===== config.mk =====
export PLATFORM = sky130hd
export DESIGN_NAME = mem_port_arbiter
export DESIGN_NICKNAME = d
export VERILOG_FILES = /design/src/rtl/mem_port_arbiter.sv
export SDC_FILE = /design/constraint.sdc
export NUM_CORES = 1
export LEC_CHECK = 0
export CORE_ASPECT_RATIO = 1.2
export CORE_UTILIZATION = 43
export CTS_CLUSTER_SIZE = 8
export DETAILED_ROUTE_END_ITERATION = 10
export PLACE_DENSITY = 0.86
export REMOVE_ABC_BUFFERS = 1
export SLEW_MARGIN = 20
export SYNTH_ARGS = -nofsm -noshare
export SYNTH_HDL_FRONTEND = slang
export SYNTH_SLANG_ARGS = --single-unit
export TNS_END_PERCENT = 10

===== constraint.sdc =====
create_clock -name clk -period 6 [get_ports clk]
set_input_delay 1.2 -clock clk [delete_from_list [all_inputs] [get_ports clk]]
set_output_delay 1.2 -clock clk [all_outputs]
set_load 0.02 [all_outputs]

===== src/rtl/mem_port_arbiter.sv =====
// mem_port_arbiter: shares one fixed-latency memory port between the control
// unit (cpu) and the program/data loader (ldr). One transaction at a time runs
// through IDLE -> ISSUE -> WAIT -> DONE. Arbitration favours cpu while RUN is
// high and ldr otherwise, with a consecutive-grant cap so the other side is
// never starved.
module mem_port_arbiter #(
    parameter int AW         = 32,
    parameter int DW         = 32,
    parameter int MEM_LAT    = 1,   // 1..15
    parameter int MAX_CONSEC = 4    // >= 1
) (
    input  logic          clk,
    input  logic          RESET,
    input  logic          RUN,

    input  logic          cpu_req,
    input  logic          cpu_we,
    input  logic [AW-1:0] cpu_addr,
    input  logic [DW-1:0] cpu_wdata,
    output logic          cpu_gnt,
    output logic          cpu_done,
    output logic          cpu_stall,

    input  logic          ldr_req,
    input  logic          ldr_we,
    input  logic [AW-1:0] ldr_addr,
    input  logic [DW-1:0] ldr_wdata,
    output logic          ldr_gnt,
    output logic          ldr_done,

    output logic [DW-1:0] rdata,

    output logic          mem_en,
    output logic          mem_we,
    output logic [AW-1:0] mem_addr,
    output logic [DW-1:0] mem_wdata,
    input  logic [DW-1:0] mem_rdata
);

    localparam int CW = $clog2(MAX_CONSEC + 1);

    typedef enum logic [1:0] {
        S_IDLE,
        S_ISSUE,
        S_WAIT,
        S_DONE
    } state_t;

    state_t        state_q, state_d;
    logic          owner_q, owner_d;      // 1: loader owns the transaction
    logic          we_q, we_d;            // latched write flag of the owner
    logic          mem_en_q, mem_en_d;
    logic          mem_we_q, mem_we_d;
    logic [AW-1:0] mem_addr_q, mem_addr_d;
    logic [DW-1:0] mem_wdata_q, mem_wdata_d;
    logic [DW-1:0] rdata_q, rdata_d;
    logic [3:0]    lat_q, lat_d;
    logic [CW-1:0] consec_q, consec_d;
    logic          run_q, run_d;

    logic          run_changed;
    logic [CW-1:0] consec_eff;
    logic          pick_ldr;

    // Next-state, arbitration and datapath-latch logic.
    always_comb begin
        // NOTE: every variable gets its hold/default value first, so no path
        // through the case statement can leave one unassigned and infer a latch.
        state_d     = state_q;
        owner_d     = owner_q;
        we_d        = we_q;
        mem_en_d    = 1'b0;
        mem_we_d    = 1'b0;
        mem_addr_d  = mem_addr_q;
        mem_wdata_d = mem_wdata_q;
        rdata_d     = rdata_q;
        lat_d       = lat_q;
        run_d       = RUN;
        pick_ldr    = 1'b0;

        // A change of favoured side restarts the fairness count.
        run_changed = (RUN != run_q);
        consec_eff  = run_changed ? '0 : consec_q;
        consec_d    = consec_eff;

        case (state_q)
            S_IDLE: begin
                if (cpu_req || ldr_req) begin
                    if (cpu_req && ldr_req) begin
                        if (consec_eff >= CW'(MAX_CONSEC)) begin
                            pick_ldr = RUN;          // cap reached: other side wins
                            consec_d = '0;
                        end else begin
                            pick_ldr = ~RUN;         // favoured side wins
                            consec_d = consec_eff + 1'b1;
                        end
                    end else begin
                        pick_ldr = ldr_req;
                        consec_d = '0;
                    end
                    owner_d     = pick_ldr;
                    we_d        = pick_ldr ? ldr_we    : cpu_we;
                    mem_addr_d  = pick_ldr ? ldr_addr  : cpu_addr;
                    mem_wdata_d = pick_ldr ? ldr_wdata : cpu_wdata;
                    mem_en_d    = 1'b1;
                    mem_we_d    = we_d;
                    state_d     = S_ISSUE;
                end
            end
            S_ISSUE: begin
                lat_d   = 4'(MEM_LAT - 1);
                state_d = S_WAIT;
            end
            S_WAIT: begin
                if (lat_q == 4'd0) begin
                    if (!we_q) begin
                        rdata_d = mem_rdata;
                    end
                    state_d = S_DONE;
                end else begin
                    lat_d = lat_q - 4'd1;
                end
            end
            S_DONE: begin
                state_d = S_IDLE;
            end
            default: begin
                state_d = S_IDLE;
            end
        endcase
    end

    // State and datapath registers; everything clears on reset, mid-transaction included.
    always_ff @(posedge clk or posedge RESET) begin
        if (RESET) begin
            state_q     <= S_IDLE;
            owner_q     <= 1'b0;
            we_q        <= 1'b0;
            mem_en_q    <= 1'b0;
            mem_we_q    <= 1'b0;
            mem_addr_q  <= '0;
            mem_wdata_q <= '0;
            rdata_q     <= '0;
            lat_q       <= 4'd0;
            consec_q    <= '0;
            run_q       <= 1'b0;
        end else begin
            // NOTE: sequential state uses non-blocking assignment so every flop
            // samples pre-edge values regardless of statement order.
            state_q     <= state_d;
            owner_q     <= owner_d;
            we_q        <= we_d;
            mem_en_q    <= mem_en_d;
            mem_we_q    <= mem_we_d;
            mem_addr_q  <= mem_addr_d;
            mem_wdata_q <= mem_wdata_d;
            rdata_q     <= rdata_d;
            lat_q       <= lat_d;
            consec_q    <= consec_d;
            run_q       <= run_d;
        end
    end

    // Grant and done are decoded from the registered state and owner.
    always_comb begin
        cpu_gnt   = (state_q == S_ISSUE) && !owner_q;
        ldr_gnt   = (state_q == S_ISSUE) &&  owner_q;
        cpu_done  = (state_q == S_DONE)  && !owner_q;
        ldr_done  = (state_q == S_DONE)  &&  owner_q;
        cpu_stall = cpu_req && !cpu_done;
    end

    assign rdata     = rdata_q;
    assign mem_en    = mem_en_q;
    assign mem_we    = mem_we_q;
    assign mem_addr  = mem_addr_q;
    assign mem_wdata = mem_wdata_q;

endmodule


==> out/results.ini, run 1 <==
[sta]
finalClockSkew_ns=0.01147
setup_ws_ns=2.112
worst_pin_slew_ns=1.047
fmax_mhz=257.2
rsz0062_at_grt=no
setup_viol_count_final=0
fin_crit_sh_pct=64.80
final_max_slew_viol_count=0
fin_crit_ns=3.888
relSlewSlack_pct=30.12
hold_violations=0
whs_ns=0.5069

[clock_tree]
cts_inserted_buffers=9
clk_latency_ns=0.34
cts.path.max_buffers=2
h-tree-depth=3
post_cts_buffers=0
postCtsResizedCells=0
clkSinkCount=110
cts_hold_buf=0
clk_pin_slew_ns=0.06
cts_tree=built
clockRootBuffer=clkbuf_16

[drt]
num_vias=4926
vias_per_cell=5.419
wire_per_inst_um=17.22
drtPass1Iterations=5
ant_nets=0
drc=0
routed_wl_um=15660
first_iter_violations=222

[critical_path]
start_kind=primary input
cp.arrival_ns=2.69
cp.required_ns=4.80
path_max_fanout=6
critPathKind=primary input to output pin
end_kind=output pin

[cells_and_area]
design_area_um2=8185
fill_cells=871
layout_common_cells=clkdlybuf4s50_1 (268), dfrtp_1 (110), nand3_1 (68)
final_common_cell=clkdlybuf4s50_1
regArea_um2=2753
area_growth_pct=54.99
multi_input_area_um2=2191
drive_gt1_share_pct=8.155
fin_nets=918
antennaDiodeCount=0

[global_route]
track_usage_pct=24.02
grt_max_degree=88
grt_pass1_vias=4841
antenna_found_initial=0
grt-ovfl-total=0
grt_pass1_wl_um=23540

[die]
num_rows=44
io_pins=270
coreArea_um2=12060
die_w_um=103.2
die_y_um=123.4
dieArea_um2=12730
start_util_pct=43.80

[placement]
place_congestion=0.7467
dp_hpwl_um=10810
portBuffers=269
post-place-ws_ns=2.117
placed_area_um2=7906

[synth]
ys_seq_area_share_pct=52.12
avgSynthCellArea_um2=10.42
postSynthCellCount=507
ys.flop_type=dfrtp_1
synth_edf_count=0
syn_area_um2=5281
ys_ff_latch=110
synth.distinct_cells=36
async_flop_share_pct=100.0
yosysWarningCount=0

[power]
clock_power_share_pct=13.9
p_seq_share_pct=32.8
p_per_area_nw_per_um2=483.7
switchingPower_mw=1.490
p_leak_nw=3.334
p_sw_share_pct=37.64
cellInternalPower_mw=2.469
vdd_drop_max_v=0.0002414
p_comb_share_pct=53.3

[status]
status=finished, final reports clean

[job]
maxCapViolations=0

[min_path]
worst_hold_path_type=flop to flop

[power groups by stage]
stage / combinational, mW / sequential, mW / clock [mW]
after global routing: 2.26 / 1.34 / 0.593
after floorplan: 0.737 / 1.70 / 0
after detailed placement: 2.11 / 1.31 / 0
after global placement: 2.07 / 1.28 / 0
final: 2.11 / 1.30 / 0.551
after CTS: 2.13 / 1.30 / 0.560
[area by class of cell]
cell class | count | share of cell area (%)
Clock buffer | 13 | 3.057
Tap cell | 161 | 2.461
Sequential cell | 110 | 33.63
Multi-Input combinational cell | 339 | 26.77
Timing Repair Buffer | 273 | 33.35
Inverter | 10 | 0.4891
Clock inverter | 3 | 0.2446
[state kept, by name, summed over array words and instances, names as in the netlist]
signal	count
we_q	1
mem_en	1
owner_q	1
run_q	1
state_q	2
consec_q	3
mem_addr	32
lat_q	4
mem_we	1
mem_wdata	32
rdata	32
[Yosys cell counts (2+ instances only)]
master    instances  area, um^2
a31oi_1          65       406.6
and2_1            3       18.77
buf_2            17       85.08
buf_4             9       67.56
buf_6            12       135.1
clkbuf_1          5       18.77
clkbuf_2          4       20.02
dfrtp_1         110        2753
ha_1              8       100.1
inv_1            10       37.54
mux2_2            2       22.52
mux2_4           31       465.5
mux2i_1           2       20.02
nand2_1           3       11.26
nand2b_1          2       12.51
nand3_1          68       340.3
nand4_1           2       12.51
nor2_1           65       244.0
nor2b_1           5       31.28
o21ai_0          35       175.2
o21ai_1          34       170.2
[worst max-delay path: stages]
cell	delay [ns]
clkdlybuf4s50_1	0.69
nor2b_1	0.18
clkdlybuf4s50_1	0.62
[layer usage]
| metal | vias to the layer above | wire [um] | track usage, % |
|---|---|---|---|
| li1 | 2279 | - | - |
| met1 | 2362 | 5867 | 27.38 |
| met2 | 246 | 7942 | 41.08 |
| met3 | 39 | 1394 | 7.858 |
| met4 | 0 | 451 | 10.04 |
| met5 | - | 0 | 0 |
[path summary, 6_finish.rpt]
| path | endpoint | startpoint | cells past startpoint | slack, ns |
|---|---|---|---|---|
| setup / recovery | cpu_stall | cpu_req | 3 | 2.11 |
| hold / removal | rdata[25] | rdata[25] | 1 | 0.51 |
| setup reg to reg | mem_addr[6] | state_q[0] | 6 | 3.47 |
| hold reg to reg | rdata[25] | rdata[25] | 1 | 0.51 |
| max in group asynchronous | lat_q[1] | RESET | 3 | 3.49 |
| min in group asynchronous | rdata[24] | RESET | 2 | 1.34 |
[logic make-up after synthesis]
| logic type | after synthesis | share of synthesized area [%] |
|---|---|---|
| flip-flops | 110 | 52.12 |
| AND/OR/NAND/NOR | 153 | 13.74 |
| AO/OA/AOI/OAI | 142 | 15.49 |
| XOR/XNOR | 1 | 0.1659 |
| adder cells (fa/ha/maj) | 8 | 1.895 |
| buffers and inverters | 58 | 6.965 |
| multiplexers | 35 | 9.619 |
[through the flow]
step / std cells / util, % / power, mW / setup TNS (ns)
after floorplan: 459 / - / 2.437 / -0.5099
after global placement: 893 / 65.53 / 3.350 / 0
after detailed placement: 893 / 65.58 / 3.425 / 0
after CTS: 909 / 67.82 / 3.987 / 0
after global routing: 909 / 67.89 / 4.194 / 0
final: 909 / 67.89 / 3.960 / 0
No activity file was read; power rests on OpenSTA's default activity.
==> run 2: changes to the inputs <==
Settings changed: CORE_UTILIZATION 43 to 40, PLACE_DENSITY 0.86 to 0.81.
Clock period 6 ns to 4 ns, I/O delays scaled along.
==> run 2 against run 1 <==
Clock skew decreased by 0.0043 ns. Setup slack got worse by 1.1 ns. First-iteration DRC count decreased by 7.7%. Critical path type unchanged. Highest routed layer unchanged.
==> out/results.ini, run 2 (same netlist as run 1, synthesis figures left out) <==
[status]
status=finished, final reports clean

[drt]
drc=0
wire_per_inst_um=17.41
ant_nets=0
first_iter_violations=205
vias_per_cell=5.326
drtPass1Iterations=5
routed_wl_um=15900
num_vias=4863

[global_route]
grt_max_degree=136
grt-ovfl-total=0
track_usage_pct=23.17
grt_pass1_vias=4973
grt_pass1_wl_um=24860
antenna_found_initial=0

[placement]
portBuffers=269
placed_area_um2=7949
place_congestion=0.7982
dp_hpwl_um=11170

[critical_path]
cp.arrival_ns=2.23
reg2reg_depth=5
critPathKind=primary input to output pin
path_max_fanout=6
end_kind=output pin
start_kind=primary input
cp.required_ns=3.20

[clock_tree]
clk_latency_ns=0.34
h-tree-depth=3
cts_inserted_buffers=9
postCtsResizedCells=0
clkSinkCount=110
clockRootBuffer=clkbuf_16
cts_hold_buf=0
clk_pin_slew_ns=0.07
post_cts_buffers=0
cts_tree=built
cts.path.max_buffers=2

[die]
num_rows=45
dieArea_um2=13670
io_pins=270
die_w_um=106.9
die_y_um=127.9
start_util_pct=41.32
coreArea_um2=12780

[sta]
final_max_slew_viol_count=0
worst_pin_slew_ns=0.9105
fmax_mhz=329.9
finalClockSkew_ns=0.007185
fin_crit_ns=3.032
setup_viol_count_final=0
hold_violations=0
relSlewSlack_pct=39.30
fin_crit_sh_pct=75.79
whs_ns=0.5123
rsz0062_at_grt=no
setup-tns-final_ns=0

[power]
p_sw_share_pct=37.59
power_mw=6.047
vdd_drop_max_v=0.0004427
p_per_area_nw_per_um2=731.2
cellInternalPower_mw=3.774
p_seq_share_pct=32.2
p_leak_nw=3.371
clock_power_share_pct=15.2
p_comb_share_pct=52.7
switchingPower_mw=2.273

[cells_and_area]
drive_gt1_share_pct=8.678
fill_cells=974
regArea_um2=2753
design_area_um2=8269
fin_nets=919
area_growth_pct=56.57
utilization_pct=64.70
layout_common_cells=clkdlybuf4s50_1 (268), dfrtp_1 (110), nand3_1 (68)
final_common_cell=clkdlybuf4s50_1
multi_input_area_um2=2185
antennaDiodeCount=0

[job]
maxCapViolations=0

[min_path]
holdPathStages=1
worst_hold_path_type=flop to flop

run 2: cell types whose count changed in the layout (fill, tap and decap cells not counted), sizes merged:
cell	delta
clkbuf	-3
clkinv	+3
buf	+1
bufinv	+1
inv	-1
run 2: layout make-up:
| cell class | instances | area share [%] |
|---|---|---|
| Timing Repair Buffer | 274 | 33.56 |
| Inverter | 10 | 0.4993 |
| Clock inverter | 6 | 0.8625 |
| Multi-Input combinational cell | 339 | 26.42 |
| Tap cell | 164 | 2.481 |
| Clock buffer | 10 | 2.890 |
| Sequential cell | 110 | 33.29 |
run 2: path summary, 6_finish.rpt:
kind | start | to | slack [ns]
max | cpu_req | cpu_stall | 0.97
min | rdata[2] | rdata[2] | 0.51
max reg2reg | lat_q[0] | rdata[28] | 1.95
min reg2reg | rdata[2] | rdata[2] | 0.51
max in group asynchronous | RESET | mem_wdata[22] | 2.37
min in group asynchronous | RESET | owner_q | 0.88
run 2: power by group through the flow:
stage | combinational (mW) | clock, mW | sequential (mW)
global route | 3.40 | 0.977 | 2.01
CTS | 3.21 | 0.937 | 1.95
detailed placement | 3.19 | 0 | 1.96
floorplan | 1.11 | 0 | 2.55
global placement | 3.12 | 0 | 1.92
finish | 3.19 | 0.917 | 1.94
run 2: worst max-delay path: stages:
cell             delay [ns]
clkdlybuf4s50_1        0.65
nor2b_1                0.17
clkdlybuf4s50_1        0.60
run 2: metal layers:
metal  track usage (%)  share of wire (%)  up-vias
met5                 0                  0        -
met2             41.25                 50      245
li1                  -                  -     2278
met1             26.12                 39     2306
met3             6.253                8.6       34
met4             9.347                2.9        0
run 2: through the flow:
| stage | worst slack [ns] | instances |
|---|---|---|
| after floorplan | -1.837 | 459 |
| after CTS | 0.9615 | 913 |
| after global placement | 0.9420 | 897 |
| after detailed placement | 0.9572 | 897 |
| final | 0.9685 | 913 |
| after global routing | 0.9104 | 913 |
==> run 3: changes to the inputs <==
Clock period 4 ns to 2.9 ns, I/O delays scaled along.
==> run 3 against run 2 <==
Sequential power increased by 38%. Sequential share of layout area shrank 0.16 points. Highest routed layer unchanged. Clock power is 47% higher. Core utilization up 0.31 points. First-iteration DRC count decreased by 8.3%. Critical path depth is 1 higher. Routed wire length down 4.2%. Cell count up 0.55%. Setup slack got worse by 0.49 ns. Hold slack got worse by 0.0056 ns. Final area increased by 0.48%. Critical endpoint unchanged.
==> out/results.ini, run 3 (same netlist as run 1, synthesis figures left out) <==
[clock_tree]
h-tree-depth=3
cts.path.max_buffers=2
clkSinkCount=110
cts_hold_buf=0
postCtsResizedCells=0
cts_inserted_buffers=9
clockRootBuffer=clkbuf_16
cts_tree=built
clk_pin_slew_ns=0.07
post_cts_buffers=0
clk_latency_ns=0.35

[placement]
placed_area_um2=7974
dp_hpwl_um=10820
numPlacedInstances=902
portBuffers=269
place_congestion=0.7702

[min_path]
hold_path.startpoint=rdata[25]
hold_end=rdata[25]
holdPathStages=1
worst_hold_path_type=flop to flop

[sta]
final_max_slew_viol_count=0
fin_crit_ns=2.420
finalClockSkew_ns=0.005060
fin_crit_sh_pct=83.45
rsz0062_at_grt=no
fmax_mhz=413.2
worst_pin_slew_ns=0.8893
relSlewSlack_pct=40.64
setup_viol_count_final=0
setup-tns-final_ns=0
whs_ns=0.5067
hold_violations=0

[die]
io_pins=270
dieArea_um2=13670
num_rows=45
start_util_pct=41.32
die_y_um=127.9
coreArea_um2=12780
die_w_um=106.9

[drt]
drtPass1Iterations=6
num_vias=4804
vias_per_cell=5.233
drc=0
first_iter_violations=188
wire_per_inst_um=16.59
routed_wl_um=15230
ant_nets=0

[critical_path]
path_cells=ha_1 > nor2b_1 > nor2b_1 > clkdlybuf4s50_1
reg2reg_depth=6
ff2ff_setup_slack_ns=1.01
r2r_end=mem_addr[20]
cp.arrival_ns=1.84
path_max_fanout=4
end_kind=output pin
crit_family=buffers and inverters
critPathKind=flop to output pin
cp.required_ns=2.32
start_kind=flop
critPathBufInv=1
cpMostUsedCell=nor2b_1
r2r_start=state_q[0]
crit_path_top_delay_cell=clkdlybuf4s50_1
crit_path_max_incr_delay_ns=0.60

[global_route]
antenna_found_initial=0
grt_pass1_wl_um=24320
grt_pass1_vias=4952
track_usage_pct=22.80
grt_max_degree=137
grt-ovfl-total=0

[power]
vdd_drop_max_v=0.0005524
p_per_area_nw_per_um2=1008
p_leak_nw=3.401
power_mw=8.378

[cells_and_area]
fin_cells=918
final_common_cell=clkdlybuf4s50_1
antennaDiodeCount=0
area_growth_pct=57.33
design_area_um2=8309
layout_common_cells=clkdlybuf4s50_1 (268), dfrtp_1 (110), nand3_1 (68)
fin_nets=924
drive_gt1_share_pct=9.284

[status]
status=finished, final reports clean

[job]
maxCapViolations=0

==> run 3: worst reg2reg max path, stage by stage (launching register included) <==
cell     delay [ns]
dfrtp_1        0.42
inv_1          0.11
ha_1           0.29
nor2b_4        0.21
buf_12         0.36
nor2_1         0.24
a31oi_1        0.17
==> run 3: how the worst max path moves through the flow <==
stage                   to  cells after the start        from  slack [ns]
2_1_floorplan  consec_q[2]                      4  state_q[0]       -2.87
3_3_place_gp     cpu_stall                      3     cpu_req        0.52
3_5_place_dp          we_q                      6         RUN        0.47
4_1_cts          cpu_stall                      4  state_q[0]        0.46
5_1_grt          cpu_stall                      4  state_q[0]        0.35
6_report         cpu_stall                      4  state_q[0]        0.48
==> run 3: through the flow <==
stage / util [%] / setup slack [ns]
floorplan: - / -2.869
global placement: 62.39 / 0.5248
detailed placement: 62.39 / 0.4656
CTS: 65.00 / 0.4582
global route: 65.01 / 0.3523
finish: 65.01 / 0.4801
==> run 3: report_power, final <==
part | internal [mW] | total (mW) | switching (mW)
Combinational | 2.23 | 4.36 | 2.13
Sequential | 2.27 | 2.67 | 0.396
Clock | 0.804 | 1.35 | 0.549
==> run 3: cell type report <==
class | instances | area, um^2
Clock buffer | 11 | 252.7
Clock inverter | 5 | 81.33
Fill cell | 1000 | 4472
Inverter | 10 | 41.29
Multi-Input combinational cell | 339 | 2176
Sequential cell | 110 | 2753
Tap cell | 164 | 205.2
Timing Repair Buffer | 279 | 2800
==> run 3: metal layers <==
layer	part of all wire (%)	global-route usage, %	routed length, um
met5	0	0	0
met4	2.4	9.186	369
met3	8.6	6.304	1317
met2	50	40.57	7599
met1	39	25.63	5945
